$ cat src/rtl/bp_fetch_pc_unit_pkg.sv
// Shared types and constants for the fetch PC generator and its branch-resolution loop.
package bp_fetch_pc_unit_pkg;

    localparam logic [31:0] BP_RESET_PC = 32'h0000_0060;

    typedef struct packed {
        logic        hit;
        logic        taken;
        logic [31:0] target;
    } bp_meta_t;

    typedef enum logic {
        BP_RUN,
        BP_PEND
    } bp_state_t;

endpackage

$ cat src/rtl/bp_fetch_pc_unit_if.sv
// Signal bundle between the fetch PC unit, the BTB/BHT and the MEM-stage branch resolver.
interface bp_fetch_pc_unit_if;
    logic        if_stall;
    logic        btb_hit;
    logic        btb_prediction;
    logic        btb_is_jal;
    logic [31:0] btb_target;
    logic        MEM_br_valid;
    logic        MEM_advance;
    logic [31:0] MEM_PC;
    logic [31:0] MEM_target;
    logic        MEM_taken;
    logic        MEM_is_jal;
    logic        MEM_pred_hit;
    logic        MEM_pred_taken;
    logic [31:0] MEM_pred_target;
    logic [31:0] IF_PC;
    logic        IF_pred_hit;
    logic        IF_pred_taken;
    logic [31:0] IF_pred_target;
    logic        flush;
    logic        btb_update;
    logic        btb_replace;
    logic        btb_branch_result;
    logic        btb_MEM_is_jal;
    logic [31:0] btb_MEM_PC;
    logic [31:0] btb_target_in;
    logic [31:0] perf_branches;
    logic [31:0] perf_mispredicts;

    modport slave (
        input  if_stall, btb_hit, btb_prediction, btb_is_jal, btb_target,
               MEM_br_valid, MEM_advance, MEM_PC, MEM_target, MEM_taken, MEM_is_jal,
               MEM_pred_hit, MEM_pred_taken, MEM_pred_target,
        output IF_PC, IF_pred_hit, IF_pred_taken, IF_pred_target, flush,
               btb_update, btb_replace, btb_branch_result, btb_MEM_is_jal,
               btb_MEM_PC, btb_target_in, perf_branches, perf_mispredicts
    );

    modport master (
        output if_stall, btb_hit, btb_prediction, btb_is_jal, btb_target,
               MEM_br_valid, MEM_advance, MEM_PC, MEM_target, MEM_taken, MEM_is_jal,
               MEM_pred_hit, MEM_pred_taken, MEM_pred_target,
        input  IF_PC, IF_pred_hit, IF_pred_taken, IF_pred_target, flush,
               btb_update, btb_replace, btb_branch_result, btb_MEM_is_jal,
               btb_MEM_PC, btb_target_in, perf_branches, perf_mispredicts
    );
endinterface

$ cat src/rtl/bp_fetch_pc_unit_perf_counters.sv
// Saturating branch / mispredict event counters for the fetch PC unit.
module bp_perf_counters (
    input  logic        clk,
    input  logic        rst,
    input  logic        inc_branch,
    input  logic        inc_mis,
    output logic [31:0] branches,
    output logic [31:0] mispredicts
);
    logic [31:0] branches_q, branches_d;
    logic [31:0] mispredicts_q, mispredicts_d;

    always_comb begin
        branches_d    = branches_q;
        mispredicts_d = mispredicts_q;
        if (inc_branch && branches_q != 32'hFFFF_FFFF) branches_d = branches_q + 32'd1;
        if (inc_mis && mispredicts_q != 32'hFFFF_FFFF) mispredicts_d = mispredicts_q + 32'd1;
    end

    always_ff @(posedge clk) begin
        if (rst) begin
            branches_q    <= 32'd0;
            mispredicts_q <= 32'd0;
        end else begin
            branches_q    <= branches_d;
            mispredicts_q <= mispredicts_d;
        end
    end

    assign branches    = branches_q;
    assign mispredicts = mispredicts_q;
endmodule

$ cat src/rtl/bp_fetch_pc_unit.sv
// Fetch PC generator: BTB-driven next-PC select, MEM-stage mispredict redirect, BTB write port.
// Optional perf counters are built only when BP_PERF_COUNTERS_EN is defined.
module bp_fetch_pc_unit
    import bp_fetch_pc_unit_pkg::*;
(
    input  logic             clk,
    input  logic             rst,
    bp_fetch_pc_unit_if.slave bus
);
    bp_state_t   state_q, state_d;
    logic [31:0] pc_q, pc_d;
    logic [31:0] pend_pc_q, pend_pc_d;
    logic        wr_update_q, wr_update_d;
    logic        wr_replace_q, wr_replace_d;
    logic        wr_result_q, wr_result_d;
    logic        wr_is_jal_q, wr_is_jal_d;
    logic [31:0] wr_pc_q, wr_pc_d;
    logic [31:0] wr_target_q, wr_target_d;
    logic        pt, res, mis;
    logic [31:0] fix_pc, pc_plus4;
    bp_meta_t    if_meta;

    always_comb begin
        pt       = bus.btb_hit && (bus.btb_prediction || bus.btb_is_jal);
        pc_plus4 = pc_q + 32'd4;
        res      = bus.MEM_br_valid && bus.MEM_advance;
        mis      = res && ((bus.MEM_taken != bus.MEM_pred_taken) ||
                           (bus.MEM_taken && bus.MEM_target != bus.MEM_pred_target));
        fix_pc   = bus.MEM_taken ? bus.MEM_target : bus.MEM_PC + 32'd4;
        if_meta.hit    = bus.btb_hit;
        if_meta.taken  = pt;
        if_meta.target = pt ? bus.btb_target : pc_plus4;
    end

    // A redirect that arrives during a stall is parked in pend_pc; a later one replaces it.
    always_comb begin
        state_d   = state_q;
        pc_d      = pc_q;
        pend_pc_d = pend_pc_q;
        case (state_q)
            BP_RUN: begin
                if (mis) begin
                    if (bus.if_stall) begin
                        pend_pc_d = fix_pc;
                        state_d   = BP_PEND;
                    end else begin
                        pc_d = fix_pc;
                    end
                end else if (!bus.if_stall) begin
                    pc_d = pt ? bus.btb_target : pc_plus4;
                end
            end
            BP_PEND: begin
                if (mis) pend_pc_d = fix_pc;
                if (!bus.if_stall) begin
                    pc_d    = mis ? fix_pc : pend_pc_q;
                    state_d = BP_RUN;
                end
            end
            default: state_d = BP_RUN;
        endcase
    end

    always_comb begin
        wr_update_d  = res && bus.MEM_pred_hit;
        wr_replace_d = res && !bus.MEM_pred_hit && bus.MEM_taken;
        wr_result_d  = res && bus.MEM_taken;
        wr_is_jal_d  = res && bus.MEM_is_jal;
        wr_pc_d      = res ? bus.MEM_PC : wr_pc_q;
        wr_target_d  = res ? bus.MEM_target : wr_target_q;
    end

    always_ff @(posedge clk) begin
        if (rst) begin
            state_q      <= BP_RUN;
            pc_q         <= BP_RESET_PC;
            pend_pc_q    <= 32'd0;
            wr_update_q  <= 1'b0;
            wr_replace_q <= 1'b0;
            wr_result_q  <= 1'b0;
            wr_is_jal_q  <= 1'b0;
            wr_pc_q      <= 32'd0;
            wr_target_q  <= 32'd0;
        end else begin
            state_q      <= state_d;
            pc_q         <= pc_d;
            pend_pc_q    <= pend_pc_d;
            wr_update_q  <= wr_update_d;
            wr_replace_q <= wr_replace_d;
            wr_result_q  <= wr_result_d;
            wr_is_jal_q  <= wr_is_jal_d;
            wr_pc_q      <= wr_pc_d;
            wr_target_q  <= wr_target_d;
        end
    end

    assign bus.IF_PC             = pc_q;
    assign bus.IF_pred_hit       = if_meta.hit;
    assign bus.IF_pred_taken     = if_meta.taken;
    assign bus.IF_pred_target    = if_meta.target;
    assign bus.flush             = mis;
    assign bus.btb_update        = wr_update_q;
    assign bus.btb_replace       = wr_replace_q;
    assign bus.btb_branch_result = wr_result_q;
    assign bus.btb_MEM_is_jal    = wr_is_jal_q;
    assign bus.btb_MEM_PC        = wr_pc_q;
    assign bus.btb_target_in     = wr_target_q;

`ifdef BP_PERF_COUNTERS_EN
    logic [31:0] perf_br, perf_mis;

    bp_perf_counters u_perf (
        .clk         (clk),
        .rst         (rst),
        .inc_branch  (res),
        .inc_mis     (mis),
        .branches    (perf_br),
        .mispredicts (perf_mis)
    );

    assign bus.perf_branches    = perf_br;
    assign bus.perf_mispredicts = perf_mis;
`else
    assign bus.perf_branches    = 32'd0;
    assign bus.perf_mispredicts = 32'd0;
`endif
endmodule

$ cat src/flat_wrapper.sv
// flat-port wrapper written by rule: the top's interface ports become plain ports
module bp_fetch_pc_unit_flat import bp_fetch_pc_unit_pkg::*;
  (clk, rst, bus_if_stall, bus_btb_hit, bus_btb_prediction, bus_btb_is_jal, bus_btb_target, bus_MEM_br_valid, bus_MEM_advance, bus_MEM_PC, bus_MEM_target, bus_MEM_taken, bus_MEM_is_jal, bus_MEM_pred_hit, bus_MEM_pred_taken, bus_MEM_pred_target, bus_IF_PC, bus_IF_pred_hit, bus_IF_pred_taken, bus_IF_pred_target, bus_flush, bus_btb_update, bus_btb_replace, bus_btb_branch_result, bus_btb_MEM_is_jal, bus_btb_MEM_PC, bus_btb_target_in, bus_perf_branches, bus_perf_mispredicts);
  bp_fetch_pc_unit_if bus_i ();
  input  logic clk;
  input  logic rst;
  input wire logic [$bits(bus_i.if_stall)-1:0] bus_if_stall;
  input wire logic [$bits(bus_i.btb_hit)-1:0] bus_btb_hit;
  input wire logic [$bits(bus_i.btb_prediction)-1:0] bus_btb_prediction;
  input wire logic [$bits(bus_i.btb_is_jal)-1:0] bus_btb_is_jal;
  input wire logic [$bits(bus_i.btb_target)-1:0] bus_btb_target;
  input wire logic [$bits(bus_i.MEM_br_valid)-1:0] bus_MEM_br_valid;
  input wire logic [$bits(bus_i.MEM_advance)-1:0] bus_MEM_advance;
  input wire logic [$bits(bus_i.MEM_PC)-1:0] bus_MEM_PC;
  input wire logic [$bits(bus_i.MEM_target)-1:0] bus_MEM_target;
  input wire logic [$bits(bus_i.MEM_taken)-1:0] bus_MEM_taken;
  input wire logic [$bits(bus_i.MEM_is_jal)-1:0] bus_MEM_is_jal;
  input wire logic [$bits(bus_i.MEM_pred_hit)-1:0] bus_MEM_pred_hit;
  input wire logic [$bits(bus_i.MEM_pred_taken)-1:0] bus_MEM_pred_taken;
  input wire logic [$bits(bus_i.MEM_pred_target)-1:0] bus_MEM_pred_target;
  output wire logic [$bits(bus_i.IF_PC)-1:0] bus_IF_PC;
  output wire logic [$bits(bus_i.IF_pred_hit)-1:0] bus_IF_pred_hit;
  output wire logic [$bits(bus_i.IF_pred_taken)-1:0] bus_IF_pred_taken;
  output wire logic [$bits(bus_i.IF_pred_target)-1:0] bus_IF_pred_target;
  output wire logic [$bits(bus_i.flush)-1:0] bus_flush;
  output wire logic [$bits(bus_i.btb_update)-1:0] bus_btb_update;
  output wire logic [$bits(bus_i.btb_replace)-1:0] bus_btb_replace;
  output wire logic [$bits(bus_i.btb_branch_result)-1:0] bus_btb_branch_result;
  output wire logic [$bits(bus_i.btb_MEM_is_jal)-1:0] bus_btb_MEM_is_jal;
  output wire logic [$bits(bus_i.btb_MEM_PC)-1:0] bus_btb_MEM_PC;
  output wire logic [$bits(bus_i.btb_target_in)-1:0] bus_btb_target_in;
  output wire logic [$bits(bus_i.perf_branches)-1:0] bus_perf_branches;
  output wire logic [$bits(bus_i.perf_mispredicts)-1:0] bus_perf_mispredicts;
  assign bus_i.if_stall = bus_if_stall;
  assign bus_i.btb_hit = bus_btb_hit;
  assign bus_i.btb_prediction = bus_btb_prediction;
  assign bus_i.btb_is_jal = bus_btb_is_jal;
  assign bus_i.btb_target = bus_btb_target;
  assign bus_i.MEM_br_valid = bus_MEM_br_valid;
  assign bus_i.MEM_advance = bus_MEM_advance;
  assign bus_i.MEM_PC = bus_MEM_PC;
  assign bus_i.MEM_target = bus_MEM_target;
  assign bus_i.MEM_taken = bus_MEM_taken;
  assign bus_i.MEM_is_jal = bus_MEM_is_jal;
  assign bus_i.MEM_pred_hit = bus_MEM_pred_hit;
  assign bus_i.MEM_pred_taken = bus_MEM_pred_taken;
  assign bus_i.MEM_pred_target = bus_MEM_pred_target;
  assign bus_IF_PC = bus_i.IF_PC;
  assign bus_IF_pred_hit = bus_i.IF_pred_hit;
  assign bus_IF_pred_taken = bus_i.IF_pred_taken;
  assign bus_IF_pred_target = bus_i.IF_pred_target;
  assign bus_flush = bus_i.flush;
  assign bus_btb_update = bus_i.btb_update;
  assign bus_btb_replace = bus_i.btb_replace;
  assign bus_btb_branch_result = bus_i.btb_branch_result;
  assign bus_btb_MEM_is_jal = bus_i.btb_MEM_is_jal;
  assign bus_btb_MEM_PC = bus_i.btb_MEM_PC;
  assign bus_btb_target_in = bus_i.btb_target_in;
  assign bus_perf_branches = bus_i.perf_branches;
  assign bus_perf_mispredicts = bus_i.perf_mispredicts;
  bp_fetch_pc_unit u_core (.clk(clk), .rst(rst), .bus(bus_i));
endmodule
$ cat config.mk
export PLATFORM = sky130hd
export DESIGN_NAME = bp_fetch_pc_unit_flat
export DESIGN_NICKNAME = d
export VERILOG_FILES = /design/src/rtl/bp_fetch_pc_unit_pkg.sv /design/src/rtl/bp_fetch_pc_unit_if.sv /design/src/rtl/bp_fetch_pc_unit_perf_counters.sv /design/src/rtl/bp_fetch_pc_unit.sv /design/src/flat_wrapper.sv
export SDC_FILE = /design/constraint.sdc
export NUM_CORES = 1
export LEC_CHECK = 0
export ABC_AREA = 1
export BUFFER_PORTS_ARGS = -buffer_cell sky130_fd_sc_hd__buf_2
export CORE_UTILIZATION = 51
export CTS_BUF_LIST = sky130_fd_sc_hd__clkbuf_8
export DETAILED_ROUTE_END_ITERATION = 10
export PLACE_DENSITY = 0.81
export SYNTH_ARGS = -nofsm -noshare
export SYNTH_HDL_FRONTEND = slang
export SYNTH_HIERARCHICAL = 1
export SYNTH_SLANG_ARGS = --single-unit
$ cat constraint.sdc
create_clock -name clk -period 2.1 [get_ports clk]
set_input_delay 0.105 -clock clk [delete_from_list [all_inputs] [get_ports clk]]
set_output_delay 0.105 -clock clk [all_outputs]
set_load 0.02 [all_outputs]
==> summary.txt <==
Status
  – Outcome: complete, but fails checks
  – Failing checks: setup timing

Final layout
  – Count of inserted antenna diode cells: 0
  – Highest-count cells in the layout ignoring fill and taps: 396 x sky130_fd_sc_hd__nand2_1, 256 x sky130_fd_sc_hd__buf_2, 151 x sky130_fd_sc_hd__nor2_1
  – Design area: 0.01224 mm2
  – Number of nets at the end of the flow: 1977
  – Signed area change from the synthesized netlist to the final layout: 39.57%
  – Most common cell after layout, fill and taps aside: sky130_fd_sc_hd__nand2_1
  – Share of final-layout standard cells stronger than drive strength 1: 29.92%

Synthesis
  – Register bit count reported by yosys: 133
  – Syn Inst Count: 1447
  – Syn Area/Cell: 6.061 um2
  – Primary flip-flop cell chosen by synthesis mapping: sky130_fd_sc_hd__dfxtp_1
  – Total number of yosys warnings: 6
  – Portion of the post-synthesis area used by sequential elements: 30.36%
  – Async set-reset flop share out of synthesis: 0%
  – Post-synth cell types: 42
  – Combined area of all synthesized cells: 0.008771 mm2
  – Post-synth EDFFs: 0

Timing
  – Worst relative slew slack: 52.04%
  – Post-route clock skew: 14.78 ps
  – Worst slew pin tran: 718.7 ps
  – Setup repair after global routing missed its margin: true
  – Post-layout minimum cycle time: 2201 ps
  – PnR worst setup slack: -101.2 ps
  – Final-layout setup total negative slack: -553.3 ps
  – Final number of max-transition violations: 0
  – Tcrit/Tclk final: 104.8%
  – Total count of hold-check failures in the final report: 0
  – Total of endpoints with negative setup slack in the final report: 14
  – FMAX: 0.4543 GHz
  – Hold slack final: 37.23 ps

Clocking
  – CTS buffer count: 17
  – H-tree depth: 4
  – Clock tree from TritonCTS: done
  – Worst-path clk slew: 90 ps
  – Worst-Skew Late Latency: 460 ps
  – Root Driver: sky130_fd_sc_hd__clkbuf_8
  – Maximum number of buffers from clock root to sink: 2
  – TritonCTS sink count: 133

Worst hold path
  – Hold depth: 2
  – Path class of the lowest-slack min-delay path: in2reg
  – Hold Crit Endpoint: u_core/bus.IF_PC[22]
  – Worst hold start: rst

Setup path
  – Crit path launch: u_core/bus.IF_PC[2]
  – Kind of launch point of the worst setup path: flop
  – Delay contributed by the slowest stage of the critical path: 360 ps
  – Critical path buffers and inverters: 3
  – Maximum fanout along the worst path: 4
  – Flop2flop setup slack: 140 ps
  – Cells along the critical path: ha_4 > nand3_2 > inv_2 > nand2_4 > nor2_4 > nand4_1 > or2_0 > nand3_1 > o21ai_2 > inv_1 > buf_6
  – Gate family responsible for the most delay along the worst path: simple AND/OR/NAND/NOR gates
  – Register-to-Register Path Depth: 14
  – Critical register-to-register path endpoint: u_core/bus.IF_PC[20]
  – Cell type of the slowest stage on the worst timing path: sky130_fd_sc_hd__dfxtp_2
  – Type of element capturing the critical path: primary output
  – Type of the worst setup path: reg2out
  – Crit Reg-Reg Startpoint: u_core/bus.IF_PC[2]
  – Critical path data arrival time: 2100 ps
  – Critical path required time: 2000 ps

Floorplanning
  – Die boundary width: 133.1 um
  – Y dimension of the die: 133.1 um
  – Row Count: 47
  – Die area: 0.01773 mm2
  – I/O pin count: 339
  – Core Box Area: 0.01670 mm2
  – Starting density of the core: 52.52%

Power
  – Reg power frac: 39.1%
  – Static power due to leakage: 0.006149 uW
  – Pwr/cell area: 586.4 mW/mm2
  – Largest voltage drop on the vdd net: 0.3500 mV
  – NetSw: 2646 uW
  – Switching share of power: 36.87%
  – Clock share of power: 31.5%
  – Cell Int Power: 4532 uW
  – Combinational power share: 29.4%

Route
  – Average vias per placed instance: 5.472
  – DR pass1 iterations: 6
  – DR WL/cell: 17.23 um
  – Antenna viol nets, final: 0
  – Number of vias after detailed routing: 11320
  – Count of unresolved DRC violations after routing: 0
  – DR iter-0 viols: 1249
  – Total detailed-routing wirelength: 35.63 mm

Placement
  – Placed instance area: 0.01038 mm2
  – Routability-driven placement congestion ratio: 1.009
  – Worst slack at placement: 25.87 ps
  – Port-buffer cells: 274
  – Detailed-placement wirelength estimate: 25.71 mm

GRT
  – Number of global-route vias before repair: 10180
  – Total congestion overflow: 0
  – All-Layer GR Usage: 38.67%
  – Maximum number of pins on one net before global-route repair: 75
  – Initial antenna violation count: 1
  – Global-route wire length before repair: 53.44 mm

Flow run
  – Maximum Capacitance Violations: 0
## how the worst max path moves through the flow
stage | to | slack [ps] | cells after the start
after floorplan | u_core/bus.IF_PC[23] | 5 | 11
after global placement | u_core/bus.IF_PC[28] | 50 | 12
after detailed placement | u_core/pend_pc_q[25] | 30 | 8
after CTS | bus_IF_pred_target[18] | -100 | 10
after global routing | bus_IF_pred_target[28] | -200 | 11
final | bus_IF_pred_target[28] | -100 | 11
## routing by layer
layer | track usage, % | part of all wire [%]
met4 | 21.59 | 5.0
met2 | 63.26 | 47
met5 | 0 | 0
met3 | 7.078 | 10
met1 | 48.05 | 38
## sequential cells by signal (all words and copies together) (netlist names)
name and cells:
u_core/bus.btb_target_in 32, u_core/pend_pc_q 32, u_core/bus.btb_MEM_PC 32, u_core/bus.btb_update 1, u_core/bus.btb_MEM_is_jal 1, u_core/state_q 1, u_core/bus.btb_branch_result 1, u_core/bus.btb_replace 1
u_core/bus.IF_PC 32
## power groups by stage
stage | registers [uW] | clock network (uW) | logic [uW]
after floorplan | 2990 | 0 | 1020
after CTS | 2800 | 2280 | 1960
final | 2810 | 2260 | 2110
after detailed placement | 2850 | 0 | 1790
after global placement | 2850 | 0 | 1770
after global routing | 2830 | 2390 | 2250
## area by class of cell
type | instances | area [um2]
Multi-Input combinational cell | 1112 | 5473
Fill cell | 1367 | 4459
Timing Repair Buffer | 436 | 2850
Sequential cell | 133 | 2719
Inverter | 135 | 519.2
Tap cell | 220 | 275.3
Clock buffer | 17 | 234.0
Clock inverter | 15 | 171.4
## metrics by stage
stage / power [uW] / utilization (%) / std cells
after CTS: 7040 / 70.74 / 2052
final: 7178 / 73.30 / 2068
after floorplan: 4012 / - / 1510
after detailed placement: 4641 / 62.13 / 1939
after global routing: 7475 / 73.30 / 2068
after global placement: 4621 / 62.13 / 1939
## cell usage after synthesis, types with 7 or more instances
library cell / instances / area [um2]
sky130_fd_sc_hd__nor2_2: 7 / 43.79
sky130_fd_sc_hd__nor3_1: 17 / 85.08
sky130_fd_sc_hd__o21ai_1: 16 / 80.08
sky130_fd_sc_hd__xnor2_1: 12 / 105.1
sky130_fd_sc_hd__dfxtp_1: 133 / 2663
sky130_fd_sc_hd__nand3_1: 52 / 260.3
sky130_fd_sc_hd__a21oi_1: 111 / 555.5
sky130_fd_sc_hd__clkbuf_1: 46 / 172.7
sky130_fd_sc_hd__nand4_1: 10 / 62.56
sky130_fd_sc_hd__o21ai_0: 152 / 760.7
sky130_fd_sc_hd__o22ai_1: 11 / 68.82
sky130_fd_sc_hd__a31oi_1: 7 / 43.79
sky130_fd_sc_hd__inv_1: 125 / 469.2
sky130_fd_sc_hd__buf_4: 71 / 533.0
sky130_fd_sc_hd__nand2_1: 423 / 1588
sky130_fd_sc_hd__inv_2: 8 / 30.03
sky130_fd_sc_hd__nor2_1: 170 / 638.1
sky130_fd_sc_hd__xor2_1: 28 / 245.2
## kinds of logic after synthesis
group	Yosys count	share of synthesized area, %
flip-flops	133	30.36
buffers and inverters	265	14.72
other	1	0.04275
adder cells (fa/ha/maj)	2	0.2853
AND/OR/NAND/NOR	700	32.51
XOR/XNOR	40	3.994
AO/OA/AOI/OAI	306	18.09
## repair_timing
item,CTS,global route
resized for setup,97,104
hold buffers,61,0
endpoints found under the setup margin,25,52
buffers inserted,20,17
endpoints found under the hold margin,63,0
pin swaps,19,44
(Power assumes the default switching activity.)
